### src/rtl/chan_pkg.sv
// Shared types and constants for the channel error injector.
// The mode-to-mask mapping lives here so the top reads as pure control flow.
package chan_pkg;

  typedef enum logic {
    IDLE  = 1'b0,
    BURST = 1'b1
  } state_t;

  typedef enum logic [1:0] {
    FLIP0    = 2'b00,
    FLIP1    = 2'b01,
    FLIPBOTH = 2'b10,
    ALT      = 2'b11
  } mode_t;

  localparam logic [15:0] LFSR_TAPS    = 16'hB400;
  localparam logic [15:0] DEFAULT_SEED = 16'hACE1;

  function automatic logic [1:0] flip_mask(input mode_t mode, input logic alt);
    logic [1:0] mask;
    unique case (mode)
      FLIP0:    mask = 2'b01;
      FLIP1:    mask = 2'b10;
      FLIPBOTH: mask = 2'b11;
      default:  mask = alt ? 2'b10 : 2'b01;
    endcase
    return mask;
  endfunction

endpackage

### src/rtl/lfsr_galois.sv
// Right-shifting Galois LFSR that steps only when adv_i is high.
module lfsr_galois #(
  parameter int           W    = 16,
  parameter logic [W-1:0] TAPS = 16'hB400,
  parameter logic [W-1:0] SEED = 16'hACE1
) (
  input  logic         clk,
  input  logic         rst,
  input  logic         adv_i,
  output logic [W-1:0] state_o
);

  logic [W-1:0] r_state;

  // NOTE: sequential state uses non-blocking assignments so every register
  // samples pre-edge values regardless of block ordering.
  always_ff @(posedge clk or negedge rst) begin
    if (!rst) begin
      r_state <= SEED;
    end else if (adv_i) begin
      r_state <= (r_state >> 1) ^ (r_state[0] ? TAPS : '0);
    end
  end

  assign state_o = r_state;

endmodule

### src/rtl/chan_err_inj.sv
// Binary-symmetric-channel emulator: corrupts 2-bit symbols in bursts
// triggered by an LFSR and keeps saturating symbol / bit-error statistics.
module chan_err_inj
  import chan_pkg::*;
#(
  parameter int                N         = 4,
  parameter int                BURST_LEN = 2,
  parameter int                LFSR_W    = 16,
  parameter logic [LFSR_W-1:0] SEED      = DEFAULT_SEED,
  parameter int                CNT_W     = 16
) (
  input  logic             clk,
  input  logic             rst,
  input  logic             enable_i,
  input  logic [1:0]       sym_i,
  input  logic             inj_en_i,
  input  logic [1:0]       mode_i,
  input  logic             clr_i,
  output logic             valid_o,
  output logic [1:0]       sym_o,
  output logic             err_flag_o,
  output logic [CNT_W-1:0] sym_ct_o,
  output logic [CNT_W-1:0] bit_err_ct_o
);

  localparam int                REM_W     = $clog2(BURST_LEN + 1);
  localparam logic [REM_W-1:0]  BURST_REM = REM_W'(BURST_LEN - 1);
  localparam logic [LFSR_W-1:0] TRIG_MASK = LFSR_W'((64'd1 << N) - 64'd1);
  localparam logic [CNT_W-1:0]  CNT_MAX   = '1;

  logic [LFSR_W-1:0] w_lfsr;
  logic              w_trigger;
  state_t            r_state, w_state_nxt;
  logic [REM_W-1:0]  r_rem, w_rem_nxt;
  logic              r_alt, w_alt_nxt;
  logic              w_alt_use;
  logic              w_corrupt;
  logic [1:0]        w_mask;
  logic [1:0]        w_bits;
  logic [CNT_W:0]    w_bit_sum;
  logic              r_valid, r_err;
  logic [1:0]        r_sym;
  logic [CNT_W-1:0]  r_sym_ct, r_bit_ct;

  // Stepping only on valid symbols ties the error pattern to symbol index.
  lfsr_galois #(
    .W    (LFSR_W),
    .TAPS (LFSR_W'(LFSR_TAPS)),
    .SEED (SEED)
  ) u_lfsr (
    .clk     (clk),
    .rst     (rst),
    .adv_i   (enable_i),
    .state_o (w_lfsr)
  );

  assign w_trigger = (w_lfsr & TRIG_MASK) == TRIG_MASK;

  always_ff @(posedge clk or negedge rst) begin
    if (!rst) begin
      r_state <= IDLE;
      r_rem   <= '0;
      r_alt   <= 1'b0;
    end else begin
      r_state <= w_state_nxt;
      r_rem   <= w_rem_nxt;
      r_alt   <= w_alt_nxt;
    end
  end

  // NOTE: every comb output gets a default first so no path infers a latch.
  always_comb begin
    w_state_nxt = r_state;
    w_rem_nxt   = r_rem;
    w_alt_nxt   = r_alt;
    if (enable_i) begin
      unique case (r_state)
        IDLE: begin
          if (inj_en_i && w_trigger && (BURST_LEN > 1)) begin
            w_state_nxt = BURST;
            w_rem_nxt   = BURST_REM;
            w_alt_nxt   = 1'b1;
          end
        end
        BURST: begin
          if (inj_en_i) begin
            w_rem_nxt = r_rem - REM_W'(1);
            w_alt_nxt = ~r_alt;
            if (r_rem == REM_W'(1)) w_state_nxt = IDLE;
          end else begin
            w_state_nxt = IDLE;
            w_rem_nxt   = '0;
            w_alt_nxt   = 1'b0;
          end
        end
        default: ;
      endcase
    end
  end

  // The first symbol of a burst always sees alt=0, so ALT starts on bit0.
  always_comb begin
    w_corrupt = 1'b0;
    w_alt_use = 1'b0;
    if (enable_i && inj_en_i) begin
      unique case (r_state)
        IDLE:  w_corrupt = w_trigger;
        BURST: begin
          w_corrupt = 1'b1;
          w_alt_use = r_alt;
        end
        default: ;
      endcase
    end
    w_mask = w_corrupt ? flip_mask(mode_t'(mode_i), w_alt_use) : 2'b00;
  end

  always_ff @(posedge clk or negedge rst) begin
    if (!rst) begin
      r_valid <= 1'b0;
      r_sym   <= 2'b00;
      r_err   <= 1'b0;
    end else begin
      r_valid <= enable_i;
      r_sym   <= enable_i ? (sym_i ^ w_mask) : 2'b00;
      r_err   <= w_corrupt;
    end
  end

  assign w_bits    = {1'b0, w_mask[1]} + {1'b0, w_mask[0]};
  assign w_bit_sum = {1'b0, r_bit_ct} + (CNT_W+1)'(w_bits);

  // Clear has priority over any event counted in the same cycle.
  always_ff @(posedge clk or negedge rst) begin
    if (!rst) begin
      r_sym_ct <= '0;
      r_bit_ct <= '0;
    end else if (clr_i) begin
      r_sym_ct <= '0;
      r_bit_ct <= '0;
    end else begin
      if (enable_i && (r_sym_ct != CNT_MAX)) r_sym_ct <= r_sym_ct + CNT_W'(1);
      if (w_corrupt) r_bit_ct <= w_bit_sum[CNT_W] ? CNT_MAX : w_bit_sum[CNT_W-1:0];
    end
  end

  assign valid_o      = r_valid;
  assign sym_o        = r_sym;
  assign err_flag_o   = r_err;
  assign sym_ct_o     = r_sym_ct;
  assign bit_err_ct_o = r_bit_ct;

endmodule

### config.mk
export PLATFORM = sky130hd
export DESIGN_NAME = chan_err_inj
export DESIGN_NICKNAME = d
export VERILOG_FILES = /design/src/rtl/chan_pkg.sv /design/src/rtl/lfsr_galois.sv /design/src/rtl/chan_err_inj.sv
export SDC_FILE = /design/constraint.sdc
export NUM_CORES = 1
export LEC_CHECK = 0
export ABC_AREA = 0
export CORE_UTILIZATION = 55
export DETAILED_ROUTE_END_ITERATION = 10
export PLACE_DENSITY = 0.9
export SLEW_MARGIN = 10
export SYNTH_ARGS = -nofsm -noshare
export SYNTH_HDL_FRONTEND = slang
export SYNTH_HIERARCHICAL = 1
export SYNTH_SLANG_ARGS = --single-unit
### constraint.sdc
create_clock -name clk -period 4.8 [get_ports clk]
set_clock_uncertainty 0.15 [all_clocks]
set_input_delay 0.96 -clock clk [delete_from_list [all_inputs] [get_ports clk]]
set_output_delay 0.96 -clock clk [all_outputs]
set_load 0.01 [all_outputs]
Word level (Yosys, flattened, before mapping)
Cells that the tools add are included.
{ "classes": {"add_sub_neg": 4, "n_eq_ne": 6, "mux": 24, "bitwise_logic": 4, "n_reduce_logical": 7} }
{ "op_table": {"columns": ["op", "count"], "rows": [
  ["2-to-1 mux 16 bit", 6],
  ["adder 16 x 2 -> 17 bit", 1],
  ["adder 16 x 1 -> 16 bit, second input constant", 1],
  ["inequality test 16 bit, second input constant", 1],
  ["bitwise XOR 15 x 16 -> 16 bit", 1],
  ["2-to-1 mux 2 bit", 5],
  ["2-to-1 mux 1 bit", 8],
  ["one-hot mux 1 bit (2 select lines)", 3],
  ["one-hot mux 2 bit (3 select lines)", 1],
  ["== test 2 x 1 -> 1 bit, second input constant", 2],
  ["== test 4 bit, second input constant", 1],
  ["one-hot mux 2 bit (2 select lines)", 1],
  ["nonzero test 2 bit", 2],
  ["logical AND 1 bit", 3],
  ["adder 1 x 1 -> 2 bit", 1],
  ["== test 2 bit, second input constant", 1],
  ["logical NOT 2 bit", 1],
  ["inequality test 2 bit, second input constant", 1],
  ["NOT 1 bit", 2],
  ["AND reduction 2 bit", 1],
  ["subtractor 2 x 1 -> 2 bit, second input constant", 1],
  ["bitwise XOR 2 bit", 1]
]} }
{ "word_totals": {"regBits": 56, "inputBits": 9, "output_inout_bits": 36} }

Depth between registers and ports, before layout
{ "logic_depth": {"word_depth": 10, "depth_mapped": 13, "depth_no_buf": 12} }

By module
The synthesis kept the hierarchy.
{ "by_module_without_submodules": {"columns": ["module", "n_inst", "cells_each", "area_each_um2", "seq_area_each_um2"], "rows": [
  ["chan_err_inj", 1, 227, 2170.8, 1001.0],
  ["lfsr_galois", 1, 40, 655.6, 410.4]
]} }

Least setup slack after synthesis
OpenSTA, ideal clock, no wires.
{ "synth_timing": {"path_type": "input port to flip-flop", "from": "input enable_i", "to": "register r_bit_ct[8] (netlist: bit_err_ct_o[8])", "setup_time_ns": 0.087, "arrival_ns": 3.432, "path_slack_ns": 1.131, "cell_stages": 13, "path_cell_list": "buf_2 -> nand3_1 -> clkinv_1 -> o311ai_0 -> fa_1 -> inv_1 -> ha_1 -> and3_1 -> nand4_1 -> or2_1 -> buf_6 -> and2_1 -> a211oi_2"} }
{ "synth_rtl": {"columns": ["element", "line", "rtl"], "rows": [
  ["start: declaration", "chan_err_inj.sv:14", "input logic enable_i,"],
  ["logical AND 1 bit (*)", "chan_err_inj.sv:105", "if (enable_i && inj_en_i) begin"],
  ["2-to-1 mux 1 bit (*)", "chan_err_inj.sv:105", null],
  ["named net w_corrupt", "chan_err_inj.sv:37", "logic w_corrupt;"],
  ["2-to-1 mux 2 bit", "chan_err_inj.sv:115", "w_mask = w_corrupt ? flip_mask(mode_t'(mode_i), w_alt_use) : 2'b00;"],
  ["adder 1 x 1 -> 2 bit", "chan_err_inj.sv:130", "assign w_bits = {1'b0, w_mask[1]} + {1'b0, w_mask[0]};"],
  ["adder 16 x 2 -> 17 bit", "chan_err_inj.sv:131", "assign w_bit_sum = {1'b0, r_bit_ct} + (CNT_W+1)'(w_bits);"],
  ["2-to-1 mux 16 bit (2 in a row)", "chan_err_inj.sv:143", "if (w_corrupt) r_bit_ct <= w_bit_sum[CNT_W] ? CNT_MAX : w_bit_sum[CNT_W-1:0];"],
  ["2-to-1 mux 16 bit", "chan_err_inj.sv:138", "end else if (clr_i) begin"],
  ["end signal: assignment", "chan_err_inj.sv:143", null],
  ["end: declaration", "chan_err_inj.sv:43", "logic [CNT_W-1:0] r_sym_ct, r_bit_ct;"]
]} }
Mark *: on every way through the listed nets, which the timed path passes. The rest lies on a longest branch. The select of a mux whose other input is x is not followed.
A chain may end at the register's enable or synchronous reset.

Worst setup path after layout
{ "layout_timing": {"from": "input mode_i[1]", "to": "register r_bit_ct[7] (netlist: bit_err_ct_o[7])"} }
{ "layout_between": {"elab_chain_len": 8} }
{ "layout_lines": {"columns": ["element", "line", "rtl"], "rows": [
  ["start: declaration", "chan_err_inj.sv:17", "input logic [1:0] mode_i,"],
  ["== test 2 bit, or another cell as far along", "chan_pkg.sv:22", "unique case (mode)"],
  ["one-hot mux 2 bit (3 select lines) (*)", "chan_pkg.sv:22", null],
  ["2-to-1 mux 2 bit (*)", "chan_err_inj.sv:115", null],
  ["adder 1 x 1 -> 2 bit (*)", "chan_err_inj.sv:130", null],
  ["adder 16 x 2 -> 17 bit (*)", "chan_err_inj.sv:131", null],
  ["2-to-1 mux 16 bit (*) (2 in a row)", "chan_err_inj.sv:143", null],
  ["2-to-1 mux 16 bit (*)", "chan_err_inj.sv:138", null]
]} }
Mark *: on every way between the ends. The rest lies on a longest branch, timed or not. The select of a mux whose other input is x is not followed.

==> flow_metrics.py <==
metrics = {
    "worst_setup_path": {
        "cp_slowest_stage_delay_ns": 0.52,
        "cp.buffers_inverters": 2,
        "critPathSlowestCell": "clkdlybuf4s50_1",
        "r2r_end": "bit_err_ct_o[7]$_DFFE_PN0P_",
        "rrSetupSlack_ns": 1.17,
        "endpoint_kind": "flop",
        "path_delay_family": "simple AND/OR/NAND/NOR gates",
        "crit_chain": "clkdlybuf4s50_1 -> ha_1 -> nand3_1 -> or2_2 -> a21o_1 -> fa_1 -> inv_1 -> ha_1 -> and3_1 -> nand4_1 -> nor2_1 -> nor2_1 -> a2111oi_2",
        "critPathKind": "primary input to flop",
        "worst_ep_required_time_ns": 4.84,
        "path_max_fanout": 6,
        "critPathArrivalTime_ns": 4.16,
        "startpoint_type": "primary input",
        "r2r_start": "u_lfsr/state_o[0]$_DFFE_PN1P_",
        "ff2ff_path_depth": 12,
    },
    "clock_tree": {
        "cts_sinks": 56,
        "htreeDepth": 2,
        "ctsLongestPathBuffers": 2,
        "clock_tree.root_cell": "clkbuf_8",
        "cts_buffers": 5,
        "ctsResizeCount": 0,
        "cts_tree": "done",
        "path_clk_slew_ns": 0.09,
        "cts_setup_buffers": 0,
        "hold_buffers": 0,
        "clk_latency_ns": 0.31,
    },
    "global_routing": {
        "grt_max_degree": 57,
        "grt_pass1_vias": 2116,
        "track_usage_pct": 24.5,
        "antenna_found_initial": 0,
        "grt-ovfl-total": 0,
        "grt_pass1_wl_mm": 10.1,
    },
    "layout": {
        "final_cell_mix": "48 x dfrtp_1, 43 x clkdlybuf4s50_1, 34 x nor2_1",
        "final_nets": 330,
        "drive_gt1_share_pct": 12.7,
        "syn_to_final_growth_pct": 19.9,
        "fill_cells": 364,
        "final_common_cell": "dfrtp_1",
        "antennaDiodeCount": 0,
    },
    "route": {
        "drt-total-wl_mm": 5.95,
        "drc": 0,
        "ant_nets": 0,
        "via_per_inst": 5.83,
        "wl_per_cell_um": 15.6,
        "vias": 2220,
        "drt_iter0_drc": 197,
        "drtPass1Iterations": 4,
    },
    "timing": {
        "whs_ns": 0.350,
        "drv_slew": 0,
        "max-slew-margin-rel_pct": 19.2,
        "final_hold_viol_count": 0,
        "fin_crit_ns": 4.13,
        "setup_viol": 0,
        "fmax_mhz": 242,
        "setup_tns_ns": 0,
        "rsz0062_at_grt": "no",
        "worst_slew_pin_slew_ns": 1.21,
        "fin_crit_sh_pct": 86.0,
    },
    "synthesis": {
        "ys.flop_type": "dfrtp_1",
        "netlist_area_um2": 2830,
        "synth_warnings": 6,
        "yosysSeqAreaShare_pct": 49.9,
        "syn_nets": 283,
        "synth_cell_types": 48,
        "async_flop_share_pct": 100,
        "synth_edf_count": 0,
        "syn_avg_cell_area_um2": 10.6,
        "syn-instance-count": 267,
        "synth-seq-cells": 56,
    },
    "floorplan": {
        "core_um2": 4850,
        "fp.dieW_um": 73.7,
        "die_h_um": 73.7,
        "initial_core_util_pct": 58.3,
        "num_io_pins": 45,
        "placement_rows": 25,
        "die-area_um2": 5430,
    },
    "power_and_ir_drop": {
        "power_frac_clock_pct": 21.7,
        "powerDensity_nw_per_um2": 331,
        "internal_power_w": 0.000808,
        "p_seq_share_pct": 58.3,
        "ir_drop_uv": 267,
        "p_leak_nw": 1.41,
        "switching_share_pct": 27.9,
        "comb_power_share_pct": 20.0,
        "p_switching_w": 0.000312,
    },
    "placement": {
        "dp_hpwl_mm": 4.10,
        "gp_congestion": 0.862,
        "portBuffers": 44,
    },
    "hold_path": {
        "min_from": "u_lfsr/state_o[10]$_DFFE_PN1P_",
        "min_path_cells": 2,
        "hold_class": "flop to flop",
        "min_to": "u_lfsr/state_o[10]$_DFFE_PN1P_",
    },
    "status": {
        "outcome": "completed",
    },
    "run": {
        "cap_violations": 0,
    },
}
## cells in the mapped netlist (all sizes together) (8+ instances only)
cell / instances / area (um^2)
a21oi: 13 / 65.1
dfrtp: 48 / 1200
nor2: 34 / 128
nor3: 12 / 60.1
and3: 10 / 65.1
dfstp: 8 / 210
nand3: 9 / 45.0
o21ai: 9 / 45.0
nand4: 11 / 83.8
xnor2: 10 / 87.6
nand2: 18 / 67.6
mux2: 13 / 161
## layer usage
metal / global-route usage [%] / vias up / routed length (um)
met5: 0 / - / 0
met4: 8.12 / 0 / 121
met3: 4.80 / 16 / 325
met2: 39.8 / 85 / 2920
met1: 33.0 / 1080 / 2580
li1: - / 1039 / -
## worst max-delay path by stage
| stage | slack, ns | to | cells after the start | start |
|---|---|---|---|---|
| 2_1_floorplan | 1.13 | bit_err_ct_o[8]$_DFFE_PN0P_ | 13 | enable_i |
| 3_3_place_gp | 0.59 | bit_err_ct_o[7]$_DFFE_PN0P_ | 13 | mode_i[1] |
| 3_5_place_dp | 0.40 | bit_err_ct_o[7]$_DFFE_PN0P_ | 13 | mode_i[1] |
| 4_1_cts | 0.71 | bit_err_ct_o[7]$_DFFE_PN0P_ | 13 | mode_i[1] |
| 5_1_grt | 0.48 | bit_err_ct_o[7]$_DFFE_PN0P_ | 13 | mode_i[1] |
| 6_report | 0.67 | bit_err_ct_o[7]$_DFFE_PN0P_ | 13 | mode_i[1] |
## stage by stage
step           cell area (um^2)  util [%]  setup slack [ns]  cells  power [W]
2_1_floorplan              2830         -              1.13    267   0.000797
3_3_place_gp               3310      68.3             0.595    374   0.000859
3_5_place_dp               3310      68.3             0.400    374   0.000882
4_1_cts                    3390      69.9             0.711    381    0.00113
5_1_grt                    3390      69.9             0.478    381    0.00118
6_report                   3390      69.9             0.673    381    0.00112
## worst register-to-register path, delay by kind of cell (launching register included)
family | cells | cell delay (ns)
AND/OR/NAND/NOR | 5 | 0.99
buffers and inverters | 2 | 0.16
AO/OA/AOI/OAI | 3 | 0.88
adder cells (fa/ha/maj) | 2 | 0.70
flip-flops | 1 | 0.62
## cells by family after synthesis
family                     count (synthesis)  synth area share [%]
and+or+nand+nor                          116                  21.9
DFF                                       56                  49.9
AOI/OAI and AO/OA                         37                  8.68
muxes                                     20                  8.19
buffers and inverters                     16                  3.32
xor gates and xnor gates                  15                  4.65
adders and majority gates                  7                  3.36
## power by group through the flow
stage	Sequential, W	Combinational [W]	Clock, W
global placement	0.000650	0.000209	0
finish	0.000653	0.000224	0.000243
floorplan	0.000642	0.000155	0
global route	0.000666	0.000251	0.000267
CTS	0.000653	0.000224	0.000251
detailed placement	0.000659	0.000222	0
## cell type report
| cell class | instances | area, um^2 | share of cell area, % |
|---|---|---|---|
| sequential | 56 | 1410 | 41.6 |
| multi-input combinational | 195 | 1320 | 39.0 |
| timing repair buffer | 48 | 465 | 13.7 |
| tap | 67 | 83.8 | 2.47 |
| clock buffer | 6 | 72.6 | 2.14 |
| inverter | 8 | 30.0 | 0.886 |
| clock inverter | 1 | 5.00 | 0.148 |
## sequential cells by signal, summed over array words and instances (netlist names)
register / cells
bit_err_ct_o: 16
sym_ct_o: 16
u_lfsr/state_o: 16
r_rem: 2
sym_o: 2
err_flag_o: 1
r_alt: 1
r_state: 1
valid_o: 1
No activity file was read; power rests on OpenSTA's default activity.
